<file path="src/rtl/fifo_rd_burst.sv">
// Burst read controller for a show-ahead FIFO with a 2-entry skid buffer.
// Optional stats counters enabled by FIFO_RD_BURST_STATS_EN.
module fifo_rd_burst #(
  parameter int WIDTH     = 32,
  parameter int DEPTH     = 16,
  parameter int CNT_WIDTH = $clog2(DEPTH+1),
  parameter int THRESHOLD = 4,
  parameter int MAX_BURST = 8
) (
  input  logic                 i_clock,
  input  logic                 i_reset,
  input  logic                 i_enable,
  input  logic                 i_flush,
  input  logic                 i_fifo_empty,
  input  logic [CNT_WIDTH-1:0] i_fifo_count,
  input  logic [WIDTH-1:0]     i_fifo_data,
  output logic                 o_fifo_pop,
  output logic                 o_valid,
  output logic [WIDTH-1:0]     o_data,
  output logic                 o_last,
  input  logic                 i_ready,
  output logic                 o_busy
`ifdef FIFO_RD_BURST_STATS_EN
  ,
  output logic [15:0]          o_burst_cnt,
  output logic [31:0]          o_word_cnt
`endif
);

  localparam int RW  = $clog2(MAX_BURST+1);
  localparam int CW  = (CNT_WIDTH > RW) ? CNT_WIDTH : RW;
  localparam int THR = (THRESHOLD > DEPTH) ? DEPTH : THRESHOLD;

  typedef enum logic [1:0] {
    IDLE,
    BURST,
    DRAIN
  } state_t;

  state_t          state;
  logic [RW-1:0]   remaining;
  logic            flush_pend;
  logic [1:0]      occ;
  logic [WIDTH-1:0] tl_data;
  logic            tl_last;

  logic            pop;
  logic            xfer;
  logic            new_last;
  logic            start;
  logic [CW-1:0]   cnt_ext;
  logic [RW-1:0]   burst_len;

  assign pop = (state == BURST) & ~i_fifo_empty &
               (remaining != '0) & (occ < 2'd2);
  assign o_fifo_pop = pop;
  assign xfer = o_valid & i_ready;
  assign new_last = (remaining == RW'(1));

  assign start = i_enable &
    ((i_fifo_count >= CNT_WIDTH'(THR)) |
     (flush_pend & ~i_fifo_empty));

  assign cnt_ext = CW'(i_fifo_count);
  assign burst_len = (cnt_ext < CW'(MAX_BURST)) ?
                     RW'(cnt_ext) : RW'(MAX_BURST);

  // Output register is the skid head; tl_* holds the second entry.
  always_ff @(posedge i_clock or posedge i_reset) begin
    if (i_reset) begin
      occ     <= 2'd0;
      o_valid <= 1'b0;
      o_data  <= '0;
      o_last  <= 1'b0;
      tl_data <= '0;
      tl_last <= 1'b0;
    end else begin
      unique case ({pop, xfer})
        2'b10: begin
          if (occ == 2'd0) begin
            o_data <= i_fifo_data;
            o_last <= new_last;
          end else begin
            tl_data <= i_fifo_data;
            tl_last <= new_last;
          end
          occ     <= occ + 2'd1;
          o_valid <= 1'b1;
        end
        2'b01: begin
          o_data  <= tl_data;
          o_last  <= tl_last;
          occ     <= occ - 2'd1;
          o_valid <= (occ == 2'd2);
        end
        2'b11: begin
          o_data <= i_fifo_data;
          o_last <= new_last;
        end
        default: ;
      endcase
    end
  end

  always_ff @(posedge i_clock or posedge i_reset) begin
    if (i_reset) begin
      state      <= IDLE;
      remaining  <= '0;
      flush_pend <= 1'b0;
      o_busy     <= 1'b0;
    end else begin
      unique case (state)
        IDLE: begin
          if (start) begin
            state      <= BURST;
            remaining  <= burst_len;
            flush_pend <= 1'b0;
            o_busy     <= 1'b1;
          end else if (i_fifo_empty) begin
            flush_pend <= 1'b0;
          end
        end
        BURST: begin
          if (remaining == '0) begin
            state <= DRAIN;
          end else if (pop) begin
            remaining <= remaining - RW'(1);
            if (remaining == RW'(1)) state <= DRAIN;
          end
        end
        DRAIN: begin
          if ((occ == 2'd0) && !o_valid) begin
            state  <= IDLE;
            o_busy <= 1'b0;
          end
        end
        default: begin
          state  <= IDLE;
          o_busy <= 1'b0;
        end
      endcase
      // A flush seen during a burst is kept for the next one.
      if (i_flush) flush_pend <= 1'b1;
    end
  end

`ifdef FIFO_RD_BURST_STATS_EN
  always_ff @(posedge i_clock or posedge i_reset) begin
    if (i_reset) begin
      o_burst_cnt <= '0;
      o_word_cnt  <= '0;
    end else if (xfer) begin
      o_word_cnt <= o_word_cnt + 32'd1;
      if (o_last) o_burst_cnt <= o_burst_cnt + 16'd1;
    end
  end
`endif

endmodule

</file>
<file path="config.mk">
export PLATFORM = sky130hd
export DESIGN_NAME = fifo_rd_burst
export DESIGN_NICKNAME = d
export VERILOG_FILES = /design/src/rtl/fifo_rd_burst.sv
export SDC_FILE = /design/constraint.sdc
export NUM_CORES = 1
export LEC_CHECK = 0
export CORE_UTILIZATION = 45
export CTS_BUF_LIST = sky130_fd_sc_hd__clkbuf_2 sky130_fd_sc_hd__clkbuf_4 sky130_fd_sc_hd__clkbuf_8
export CTS_CLUSTER_DIAMETER = 120
export DETAILED_ROUTE_END_ITERATION = 10
export PLACE_DENSITY = 0.73
export SYNTH_ARGS = -nofsm -noshare
export SYNTH_HDL_FRONTEND = slang
export SYNTH_SLANG_ARGS = --single-unit
</file>
<file path="constraint.sdc">
create_clock -name i_clock -period 4.35 [get_ports i_clock]
set_input_delay 0.87 -clock i_clock [delete_from_list [all_inputs] [get_ports i_clock]]
set_output_delay 0.87 -clock i_clock [all_outputs]
set_load 0.005 [all_outputs]
</file>
== After elaboration in Yosys (flattened, before gate mapping) ==
Index checks and enable logic that the tools add are counted.

* Bits in registers: 77
* Input bits: 43
* Output and inout bits: 36
* Logic and storage cells: 81

* Add/subtract/negate cells: 3
* Magnitude comparators: 3
* Equality and inequality tests: 14
* Muxes and demuxes: 24
* Bitwise operators: 10
* Reduce and logical (&&, ||, !) cells: 17

{| class="wikitable"
|+ Operators with widths
! kind !! count
|-
| 32-bit case mux with 3 select lines || 1
|-
| 32-bit 2-to-1 mux || 1
|-
| 4-bit 2-to-1 mux || 4
|-
| 2-bit 2-to-1 mux || 5
|-
| 2-bit inequality test, second input constant || 5
|-
| 2-bit equality test, second input constant || 4
|-
| 4-bit case mux with 2 select lines || 1
|-
| 4-bit AND reduction || 2
|-
| 1-bit 2-to-1 mux || 7
|-
| 1-bit bitwise AND || 6
|-
| 3-bit by 2-bit inequality test with 1-bit output, second input constant || 2
|-
| 1-bit case mux with 3 select lines || 2
|-
| 2-bit case mux with 3 select lines || 1
|-
| 2-bit AND reduction || 3
|-
| 2-bit nonzero test || 3
|-
| 3-bit nonzero test || 2
|-
| 5-bit by 3-bit greater-or-equal comparator with 1-bit output, second input constant || 1
|-
| 5-bit by 4-bit less-than comparator with 1-bit output, second input constant || 1
|-
| 2-bit by 1-bit equality test with 1-bit output, second input constant || 2
|-
| 4-bit by 1-bit equality test with 1-bit output, second input constant || 1
|-
| 2-bit zero test || 2
|-
| 4-bit zero test || 1
|-
| 2-bit case mux with 2 select lines || 1
|-
| 4-bit nonzero test || 1
|-
| other kinds (10) || 12
|}

== Depth between registers and ports, before layout ==
* Depth in word-level cells: 7
* Mapped depth: 12
* Depth with buffers taken out: 9

== Worst setup path before layout ==
Ideal clock, no wire load.

* Path kind: flip-flop to flip-flop
* Start: register remaining[0]
* End: register o_data[0]
* Library setup time: 0.126 ns
* Data arrival time: 2.250 ns
* Data required time: 4.224 ns
* Setup slack: 1.974 ns
* Stages on the path, launching flop included: 12
* Path buffers: 3
* Period minus slack after synthesis: 2.376 ns
* Cell sequence: dfrtp_1 inv_1 ha_1 or3b_4 and4b_4 buf_6 inv_1 ha_1 buf_2 buf_2 mux2i_1 a21oi_1

* Longest elaborated chain between the ends: 6
* Elaborated cells between the ends (all ways): 10
* Those cells by class: 4 x eq/ne; 1 x mux; 2 x bitwise; 3 x reduce/logical

{| class="wikitable"
|+ RTL lines
! what !! line !! RTL
|-
| start: declaration || 41 || <nowiki>logic [RW-1:0] remaining;</nowiki>
|-
| start signal: assignment || 116 || <nowiki>remaining <= burst_len;</nowiki>
|-
| start signal: assignment || 127 || <nowiki>remaining <= remaining - RW'(1);</nowiki>
|-
| 4-bit nonzero test * || 55 || <nowiki>(remaining != '0) & (occ < 2'd2);</nowiki>
|-
| 1-bit bitwise AND * || 54 || <nowiki>assign pop = (state == BURST) & ~i_fifo_empty &</nowiki>
|-
| 1-bit bitwise AND * || 55 ||
|-
| net o_fifo_pop || 17 || <nowiki>output logic o_fifo_pop,</nowiki>
|-
| 2-bit equality test or 2-bit by 1-bit equality test with 1-bit output (tied branches) || 78 || <nowiki>unique case ({pop, xfer})</nowiki>
|-
| 2-bit inequality test (no source line) or 3-bit nonzero test (tied branches) || n/a ||
|-
| 2-bit AND reduction (no source line) || n/a ||
|-
| end signal: assignment || 81 || <nowiki>o_data <= i_fifo_data;</nowiki>
|-
| end signal: assignment || 91 || <nowiki>o_data <= tl_data;</nowiki>
|-
| end signal: assignment || 97 || <nowiki>o_data <= i_fifo_data;</nowiki>
|-
| end: declaration || 19 || <nowiki>output logic [WIDTH-1:0] o_data,</nowiki>
|}

Mark *: on every way through the listed nets, which the timed path passes. The rest lies on a longest branch.
A chain may end at the register's enable or synchronous reset.

== Worst setup path in the final report ==
* Start: input i_fifo_empty
* End: output o_fifo_pop

* Longest elaborated chain between the ends: 4

{| class="wikitable"
|+ RTL lines
! what !! line !! RTL
|-
| start: declaration || 14 || <nowiki>input logic i_fifo_empty,</nowiki>
|-
| 1-bit inverter || 54 ||
|-
| 1-bit bitwise AND (2 in a row) || 54 ||
|-
| 1-bit bitwise AND || 55 ||
|-
| end: declaration || 17 ||
|}

No other way between the ends.

==> flow_metrics.py <==
metrics = {
    "status": {
        "run_status": "completed",
    },
    "final_layout": {
        "finalCoreUtilization_pct": 61.9,
        "multi_input_comb_area_sq_um": 1410,
        "drive_above_1_share_pct": 16.8,
        "seqCellArea_sq_um": 1930,
        "fillCellCount": 610,
        "synthToLayoutAreaGrowth_pct": 31.3,
        "layout.cells.most_common": "sky130_fd_sc_hd__clkdlybuf4s50_1",
        "finish.cell_count_without_fillers": 469,
        "layout.nets": 412,
        "antenna-diode-count": 0,
        "most-common-layout-cells": "78 x sky130_fd_sc_hd__clkdlybuf4s50_1, 77 x sky130_fd_sc_hd__dfrtp_1, 37 x sky130_fd_sc_hd__nor2_1",
    },
    "worst_setup_path": {
        "critical_path_required_ps": 3480,
        "cell_class_contributing_the_biggest_share_of_worst_path_delay": "buffers and inverters",
        "slack_of_the_worst_reg_to_reg_path_ps": 1510,
        "crit_chain": "clkdlybuf4s50_1 > nor2_1 > and4b_4 > clkdlybuf4s50_1",
        "crit-reg2reg-launch": "remaining[1]",
        "startpoint_type": "primary input",
        "worst-path-buf-inv": 2,
        "worst_r2r_path_depth": 9,
        "critical_path_class": "in2out",
        "cp_max_fo": 6,
        "worst_path_largest_cell_delay_ps": 540,
        "timing.rr.end": "o_data[1]",
        "crit_path_top_delay_cell": "sky130_fd_sc_hd__clkdlybuf4s50_1",
        "crit_top_cell": "sky130_fd_sc_hd__clkdlybuf4s50_1",
        "worst_path_arrival_time_ps": 2310,
        "worst_setup_path_end_kind": "output pin",
    },
    "power_and_ir_drop": {
        "vdd_drop_max_mv": 0.175,
        "power_frac_seq_pct": 50.0,
        "power_switching_share_pct": 26.0,
        "static-leakage-power_nw": 2.02,
        "power_frac_clock_pct": 35.4,
        "power_density_nw_per_um2": 347,
        "combinationalPowerShare_pct": 14.6,
        "power_w": 0.00157,
        "net-switching-power_w": 0.000408,
        "p_int_w": 0.00117,
    },
    "worst_hold_path": {
        "hold_start": "tl_last",
        "hold_end": "tl_last",
        "min-delay-path-class": "reg2reg",
        "hold-path-cell-count": 2,
    },
    "grt": {
        "grt.overflow.total": 0,
        "grt_first_pass_wirelength_mm": 10.6,
        "grt_pass1_vias": 2314,
        "gr-usage-all-layers_pct": 17.7,
        "grt_max_degree": 55,
        "antenna_found_initial": 0,
    },
    "cts": {
        "clkTransAtPathRegs_ps": 70,
        "cts-resized-gates": 0,
        "tritoncts_clock_tree": "built",
        "number_of_clock_sinks": 77,
        "postCtsSetupRepairBufs": 0,
        "cts_max_level": 3,
        "cts_buffer_depth": 2,
        "cts-buffers-inserted": 9,
        "cts_hold_repair.buffers": 0,
        "clock_tree.root_cell": "sky130_fd_sc_hd__clkbuf_8",
        "clkLatencyLatePin_ps": 350,
    },
    "floorplan": {
        "i_o_pin_total": 79,
        "floorplan.core_area_sq_um": 7330,
        "die_width_microns": 89.6,
        "floorplan.initialDensity_pct": 47.1,
        "die_area_sq_um": 8030,
        "std_cell_rows": 31,
        "die_height_microns": 89.6,
    },
    "synth": {
        "yosysWarnings": 0,
        "ys_seq_elements": 77,
        "postSynthNetCount": 335,
        "mappedNetlistArea_sq_um": 3450,
        "number_of_synthesized_flops_with_an_enable_pin": 0,
        "synthesis.area_per_instance_sq_um": 12.0,
        "asyncSetResetFlopFracSynth_pct": 100,
        "synthFlopType": "sky130_fd_sc_hd__dfrtp_1",
        "synth_cell_type_count": 37,
        "yosysSeqAreaShare_pct": 55.8,
        "post_synth_inst_count": 288,
    },
    "sta": {
        "post-route-period-util_pct": 73.1,
        "post-route-min-period_ps": 3180,
        "postLayoutSetupSlackWorst_ps": 1170,
        "transition_at_the_pin_with_the_smallest_max_transition_slack_ps": 903,
        "fin_skew_ps": 7.41,
        "report.final.setup_viol": 0,
        "max_slew_margin_pct": 39.8,
        "fmaxAchievable_mhz": 314,
        "finalSetupTns_ps": 0,
        "finalHoldViolCount": 0,
        "setup_repair_after_global_routing_missed_its_margin": "no",
        "slew_viol_final": 0,
    },
    "placed_design": {
        "number_of_port_buffers": 78,
        "place_worst_setup_slack_ps": 1020,
        "placedCellCount": 453,
        "post_detail_place_hpwl_mm": 4.63,
        "finalWeightedCongestion": 0.780,
    },
    "drt": {
        "detail_route.drc_violations": 0,
        "drt-wirelength-per-cell_microns": 14.4,
        "drt-vias-per-instance": 5.15,
        "dr.pass1.iters": 4,
        "wl_mm": 6.74,
        "total_number_of_vias": 2416,
        "first_iter_violations": 138,
        "detail-route-antenna-nets": 0,
    },
    "flow_run": {
        "drv_cap": 0,
    },
}
worst max-delay path by stage:
stage                       from  cells after the start         end
floorplan                i_reset                      1  flush_pend
global placement    i_fifo_empty                      8  o_data[18]
detailed placement  i_fifo_empty                      8   o_data[1]
CTS                 i_fifo_empty                      4  o_fifo_pop
global route        i_fifo_empty                      4  o_fifo_pop
finish              i_fifo_empty                      4  o_fifo_pop
cells by family after synthesis:
| logic type | Yosys count | synth area share (%) |
|---|---|---|
| XOR/XNOR | 3 | 0.761 |
| adder cells (fa/ha/maj) | 4 | 1.45 |
| flip-flops | 77 | 55.8 |
| buffers and inverters | 27 | 3.91 |
| AO/OA/AOI/OAI | 56 | 10.4 |
| multiplexers | 67 | 20.6 |
| AND/OR/NAND/NOR | 54 | 7.06 |
registers in the layout, summed over array words and instances (netlist names):
| register | count |
|---|---|
| flush_pend | 1 |
| o_data | 32 |
| tl_last | 1 |
| occ | 2 |
| o_valid | 1 |
| state | 2 |
| o_busy | 1 |
| remaining | 4 |
| tl_data | 32 |
| o_last | 1 |
synth_stat cells (all sizes together), types with 2 or more instances:
library cell,n,area (sq um)
xnor2,3,26.3
nor3,3,15.0
mux2,33,372
a21oi,33,165
a21o,3,22.5
mux2i,34,340
ha,4,50.1
inv,11,41.3
nand3,2,10.0
o2bb2ai,2,17.5
o21a,2,15.0
nand2,6,25.0
buf,16,93.8
dfrtp,77,1930
o21ai,4,20.0
o22ai,2,18.8
nor2,38,150
worst register-to-register path: stages, from the launching register on:
cell                      delay (ps)
sky130_fd_sc_hd__dfrtp_1         390
sky130_fd_sc_hd__inv_1           120
sky130_fd_sc_hd__ha_1            200
sky130_fd_sc_hd__or3b_4          400
sky130_fd_sc_hd__and4b_4         240
sky130_fd_sc_hd__ha_1            260
sky130_fd_sc_hd__mux2i_4         630
sky130_fd_sc_hd__buf_12          290
sky130_fd_sc_hd__nor2_1           70
sky130_fd_sc_hd__a21oi_1         140
final cells by class:
cell class              count  share of cell area, %
multi-input cells         184                   31.0
flip-flops and latches     77                   42.5
clock buffers              11                   3.34
well taps                  99                   2.73
clock inverters             5                   1.30
repair buffers             82                   18.2
inverters                  11                  0.938
power by group through the flow:
stage               Sequential, W  Clock (W)  Combinational, W
CTS                      0.000787   0.000571          0.000231
detailed placement       0.000802          0          0.000229
global route             0.000792   0.000594          0.000256
finish                   0.000787   0.000557          0.000229
floorplan                0.000783          0          0.000165
global placement         0.000800          0          0.000226
metrics by stage:
stage	instance area (sq um)	hold slack [ps]
after CTS	4530	487
after global routing	4530	519
final	4530	485
after global placement	4320	464
after detailed placement	4320	470
after floorplan	3450	450
per-layer routing:
layer | global-route usage [%] | wire length [microns] | up-vias
li1 | - | - | 1159
met1 | 23.1 | 3100 | 1193
met2 | 27.5 | 3180 | 56
met3 | 4.57 | 336 | 8
met4 | 8.66 | 120 | 0
met5 | 0 | 0 | -
(Power assumes the default switching activity.)
==> variant 1, RTL diff (same settings) <==
Re-encode `state_t` (3 states) as one-hot, 3 bits wide.
--- a/src/rtl/fifo_rd_burst.sv
+++ b/src/rtl/fifo_rd_burst.sv
@@ -31,10 +31,10 @@
   localparam int CW  = (CNT_WIDTH > RW) ? CNT_WIDTH : RW;
   localparam int THR = (THRESHOLD > DEPTH) ? DEPTH : THRESHOLD;
 
-  typedef enum logic [1:0] {
-    IDLE,
-    BURST,
-    DRAIN
+  typedef enum logic [2:0] {
+    IDLE  = 3'b001,
+    BURST = 3'b010,
+    DRAIN = 3'b100
   } state_t;
 
   state_t          state;
Check against the original RTL: no difference found for any inputs over 4 cycles, from zero or initial values and one cycle with i_reset high; so few cycles prove little.
==> variant 1 against the original RTL <==
Global-route usage increased by 0.65 points; final cell count increased by 1.5%; wire length increased by 3.8%; maximum frequency decreased by 0.19%; sequential cell count increased by 1; synthesized cell count increased by 2.4%; via count increased by 2.6%; sequential share of layout area about the same; synthesized area increased by 1.1%; setup slack got worse by 5.9 ps; design area increased by 1.3%.
Power is not compared: it rests on default switching activity, and its combinational part moved more than twofold at a synthesized area within 25%.
==> variant 1: results (changes against the original RTL) <==
[setup_path]
cp_top_family = compound AO/OA/AOI/OAI gates
rrSetupSlack_ps = 1240  ; -270 ps
critPathSlowestCell = o21a_2
rr_startpoint = remaining[0]
rr_worst_depth = 11  ; +2
slowest_delay_ps = 660  ; +120 ps

[worst_hold_path]
hold_end = flush_pend
worstHoldStart = flush_pend
min_path_cells = 1  ; -1

[synth]
synth-compound-area-share_pct = 10.1  ; -0.36 points
synth_top_cell_area_share_pct = 55.2  ; -0.60 points
synth.area.mux_share_pct = 20.2  ; -0.36 points
synthTopCellsByArea = dfrtp_1 (55%), mux2_2 (11%), mux2i_1 (9.2%), a21oi_1 (6.2%), nor2_1 (4.4%)
synth_fa_ha_area_share_pct = 1.43  ; -0.016 points
synth-xor-area-share_pct = 0.752  ; -0.0082 points
ys_types = 38  ; +2.7%

[route]
avgRoutedWirePerCell_um = 14.7  ; +2.3%
drtIter0Drc = 73  ; -47%
via_per_inst = 5.21  ; +1.1%

[grt]
grt_pass1_wl_um = 11900  ; +13%
grt_usage_pct = 18.3  ; +0.65 points
grt_max_degree = 63  ; +15%
grt_pass1_vias = 2527  ; +9.2%

[placed_design]
place_congestion = 0.841  ; +7.8%
place_hpwl_um = 4790  ; +3.3%

[sta]
hold_slack_ps = 477  ; -8.13 ps
clock_skew_ps = 12.5  ; +5.09 ps

[layout]
layout.nets = 419  ; +1.7%
fill_cells = 597  ; -2.1%

[run_status]
status = complete, no violations

variant 1: final cells by class:
type                    instances  area share (%)
clock inverters                 5            1.77
inverters                       6           0.518
clock buffers                  11            3.02
repair buffers                 81            17.8
well taps                      99            2.70
flip-flops and latches         78            42.5
multi-input cells             196            31.7
variant 1: kinds of logic (layout without fill, tap and decap cells):
group | after synthesis | after routing
and+or+nand+nor | 62 | 62
adders and majority gates | 4 | 4
xor gates and xnor gates | 3 | 3
buffers and inverters | 21 | 103
AOI/OAI and AO/OA | 61 | 61
muxes | 66 | 66
DFF | 78 | 78
variant 1: how the worst max path moves through the flow:
stage | end | cells past startpoint | start
after detailed placement | o_data[19] | 10 | i_fifo_empty
after global routing | o_data[19] | 10 | i_fifo_empty
after floorplan | flush_pend | 1 | i_reset
after global placement | o_data[10] | 10 | i_fifo_empty
after CTS | o_last | 10 | i_fifo_empty
final | o_data[19] | 10 | i_fifo_empty
variant 1: per-stage QoR:
| step | total power, µW | setup WS (ps) | cells | instance area (µm²) | util (%) |
|---|---|---|---|---|---|
| floorplan | 761 | 1490 | 295 | 3490 | - |
| global placement | 811 | 868 | 460 | 4370 | 59.3 |
| detailed placement | 811 | 784 | 460 | 4370 | 59.3 |
| CTS | 1400 | 1140 | 476 | 4590 | 62.3 |
| global route | 1450 | 920 | 476 | 4590 | 62.3 |
| finish | 1390 | 1160 | 476 | 4590 | 62.3 |
variant 1: metal layers:
layer | vias up | GRT usage, % | share of wire, %
li1 | 1185 | - | -
met1 | 1229 | 23.6 | 45
met2 | 55 | 30.7 | 50
met3 | 9 | 4.31 | 3.3
met4 | 0 | 5.65 | 1.6
met5 | - | 0 | 0
==> variant 2, RTL diff (config.mk and constraints unchanged) <==
Made on the original files. Add a define of `FIFO_RD_BURST_STATS_EN`.
--- a/src/rtl/fifo_rd_burst.sv
+++ b/src/rtl/fifo_rd_burst.sv
@@ -1,5 +1,7 @@
 // Burst read controller for a show-ahead FIFO with a 2-entry skid buffer.
 // Optional stats counters enabled by FIFO_RD_BURST_STATS_EN.
+`define FIFO_RD_BURST_STATS_EN
+
 module fifo_rd_burst #(
   parameter int WIDTH     = 32,
   parameter int DEPTH     = 16,
Formal check against the unedited RTL (old outputs only; new: o_burst_cnt and o_word_cnt): equivalent (Yosys induction, for registers that start in step).
==> variant 2 against the original RTL <==
Setup slack improved by 3.3 ps; design area rose by 64%; synthesized area is 61% higher; wire length increased by 70%; critical path type unchanged; total power grew to 2.6 times the old value; sequential cell count increased by 48; core utilization barely moved; first-iteration DRC count rose by 14%.
==> variant 2: results (changes against the original RTL) <==
[setup_path]
critPathSlowestCell = clkdlybuf4s50_1
crit_fanout = 5  ; -1
end_kind = output pin
slowest_delay_ps = 590  ; +50 ps
cp.arrival_ps = 2310  ; about the same

[power]
ir_worst_vdd_mv = 0.291  ; +66%
p_leak_uw = 0.00334  ; +66%

[sta]
clock_skew_ps = 6.36  ; -1.05 ps
slew_headroom_pct = 23.2  ; -17 points
final-setup-viol-count = 0  ; unchanged

[cts]
post_cts_resized = 0  ; unchanged
clockBufferDepth = 2  ; unchanged
worstSkewPairLatency_ps = 420  ; +70 ps
cts_buffers = 17  ; +8
cts-root-buf = clkbuf_8
htreeDepth = 4  ; +1
cts.clk_slew.worst_paths_ps = 70  ; about the same
post-cts-setup-buffers = 0  ; unchanged

[layout]
layout.nets = 660  ; +60%
antenna_cells = 0  ; unchanged
top_regs = o_data: 32 flops, o_word_cnt: 32 flops, tl_data: 32 flops
drive_gt1_share_pct = 14.3  ; -2.5 points

[placed_design]
place_ws_ps = 1140  ; +121 ps
place_congestion = 0.763  ; -2.1%
place_hpwl_um = 7990  ; +73%
numPortBuffers = 126  ; +62%

[synth]
synth_commonest_cells = dfrtp_1 (125), nand2_1 (62), o21ai_0 (37)
ys_types = 40  ; +8.1%
yosys_warnings = 0  ; unchanged
async_flop_share_pct = 100  ; unchanged
ys_seq_area_share_pct = 56.3  ; +0.50 points
synthTopCellsByArea = dfrtp_1 (56%), mux2_2 (6.9%), mux2i_1 (5.8%), xnor2_1 (4.3%), nand2_1 (4.2%)
synth_flop_cell = dfrtp_1
synthesis.nets = 526  ; +57%

[run_status]
status = complete, no violations

[grt]
grt_pass1_vias = 4004  ; +73%
grt_pass1_wl_um = 19500  ; +85%
grt_usage_pct = 19.3  ; +1.7 points
grt_max_degree = 67  ; +22%
antenna_found_initial = 0  ; unchanged

[route]
drtIter0Drc = 157  ; +14%
vias = 3948  ; +63%
avgRoutedWirePerCell_um = 14.9  ; +3.5%
firstDrtPassIters = 4  ; unchanged

[job]
max_cap_violations = 0  ; unchanged

[worst_hold_path]
hp-class = flip-flop to flip-flop

==> variant 2: worst paths after layout <==
check	cells past startpoint	start	end	slack, ps
max	3	i_fifo_empty	o_fifo_pop	1170
min	1	o_burst_cnt[15]	o_burst_cnt[15]	470
max reg2reg	8	remaining[0]	o_data[14]	1660
min reg2reg	1	o_burst_cnt[15]	o_burst_cnt[15]	470
max in group asynchronous	3	i_reset	o_word_cnt[20]	2570
min in group asynchronous	2	i_reset	o_data[16]	950
==> variant 2: kinds of logic after synthesis <==
family,Yosys count,share of synthesized area [%]
compound gates,58,6.15
xor+xnor,49,7.72
fa+ha+maj,6,1.35
buf+inv,25,1.87
flops,125,56.3
mux,66,12.7
simple gates,148,14.0
==> variant 2: through the flow <==
stage                     area [µm²]  hold WS [ps]  instances  power (µW)
after floorplan                 5560           441        477        2470
after global placement          7010           458        739        3030
after detailed placement        7010           457        739        3110
after CTS                       7430           470        770        4190
after global routing            7430           478        770        4410
final                           7430           469        770        4140
==> variant 2: power by group <==
part,internal [µW],switching [µW]
combinational,727,530
clock,641,420
sequential,1530,293
total,2890,1240
==> variant 2: per-layer routing <==
layer	track usage (%)	vias up	wire length [µm]
met3	7.61	12	836
met5	0	-	0
met1	24.3	1907	5090
li1	-	1916	-
met4	7.11	0	140
met2	30.3	113	5380
==> variant 2: worst max-delay path, delay by kind of cell <==
family / cells / cell delay [ps]
compound gates: 1 / 360
buf+inv: 2 / 1080
==> variant 2: layout make-up <==
cell class              instances  area [µm²]
multi-input cells             327        2350
repair buffers                130        1300
flip-flops and latches        125        3130
inverters                      10        40.0
well taps                     147         184
clock buffers                  24         312
fillers                       984        4580
clock inverters                 7         110
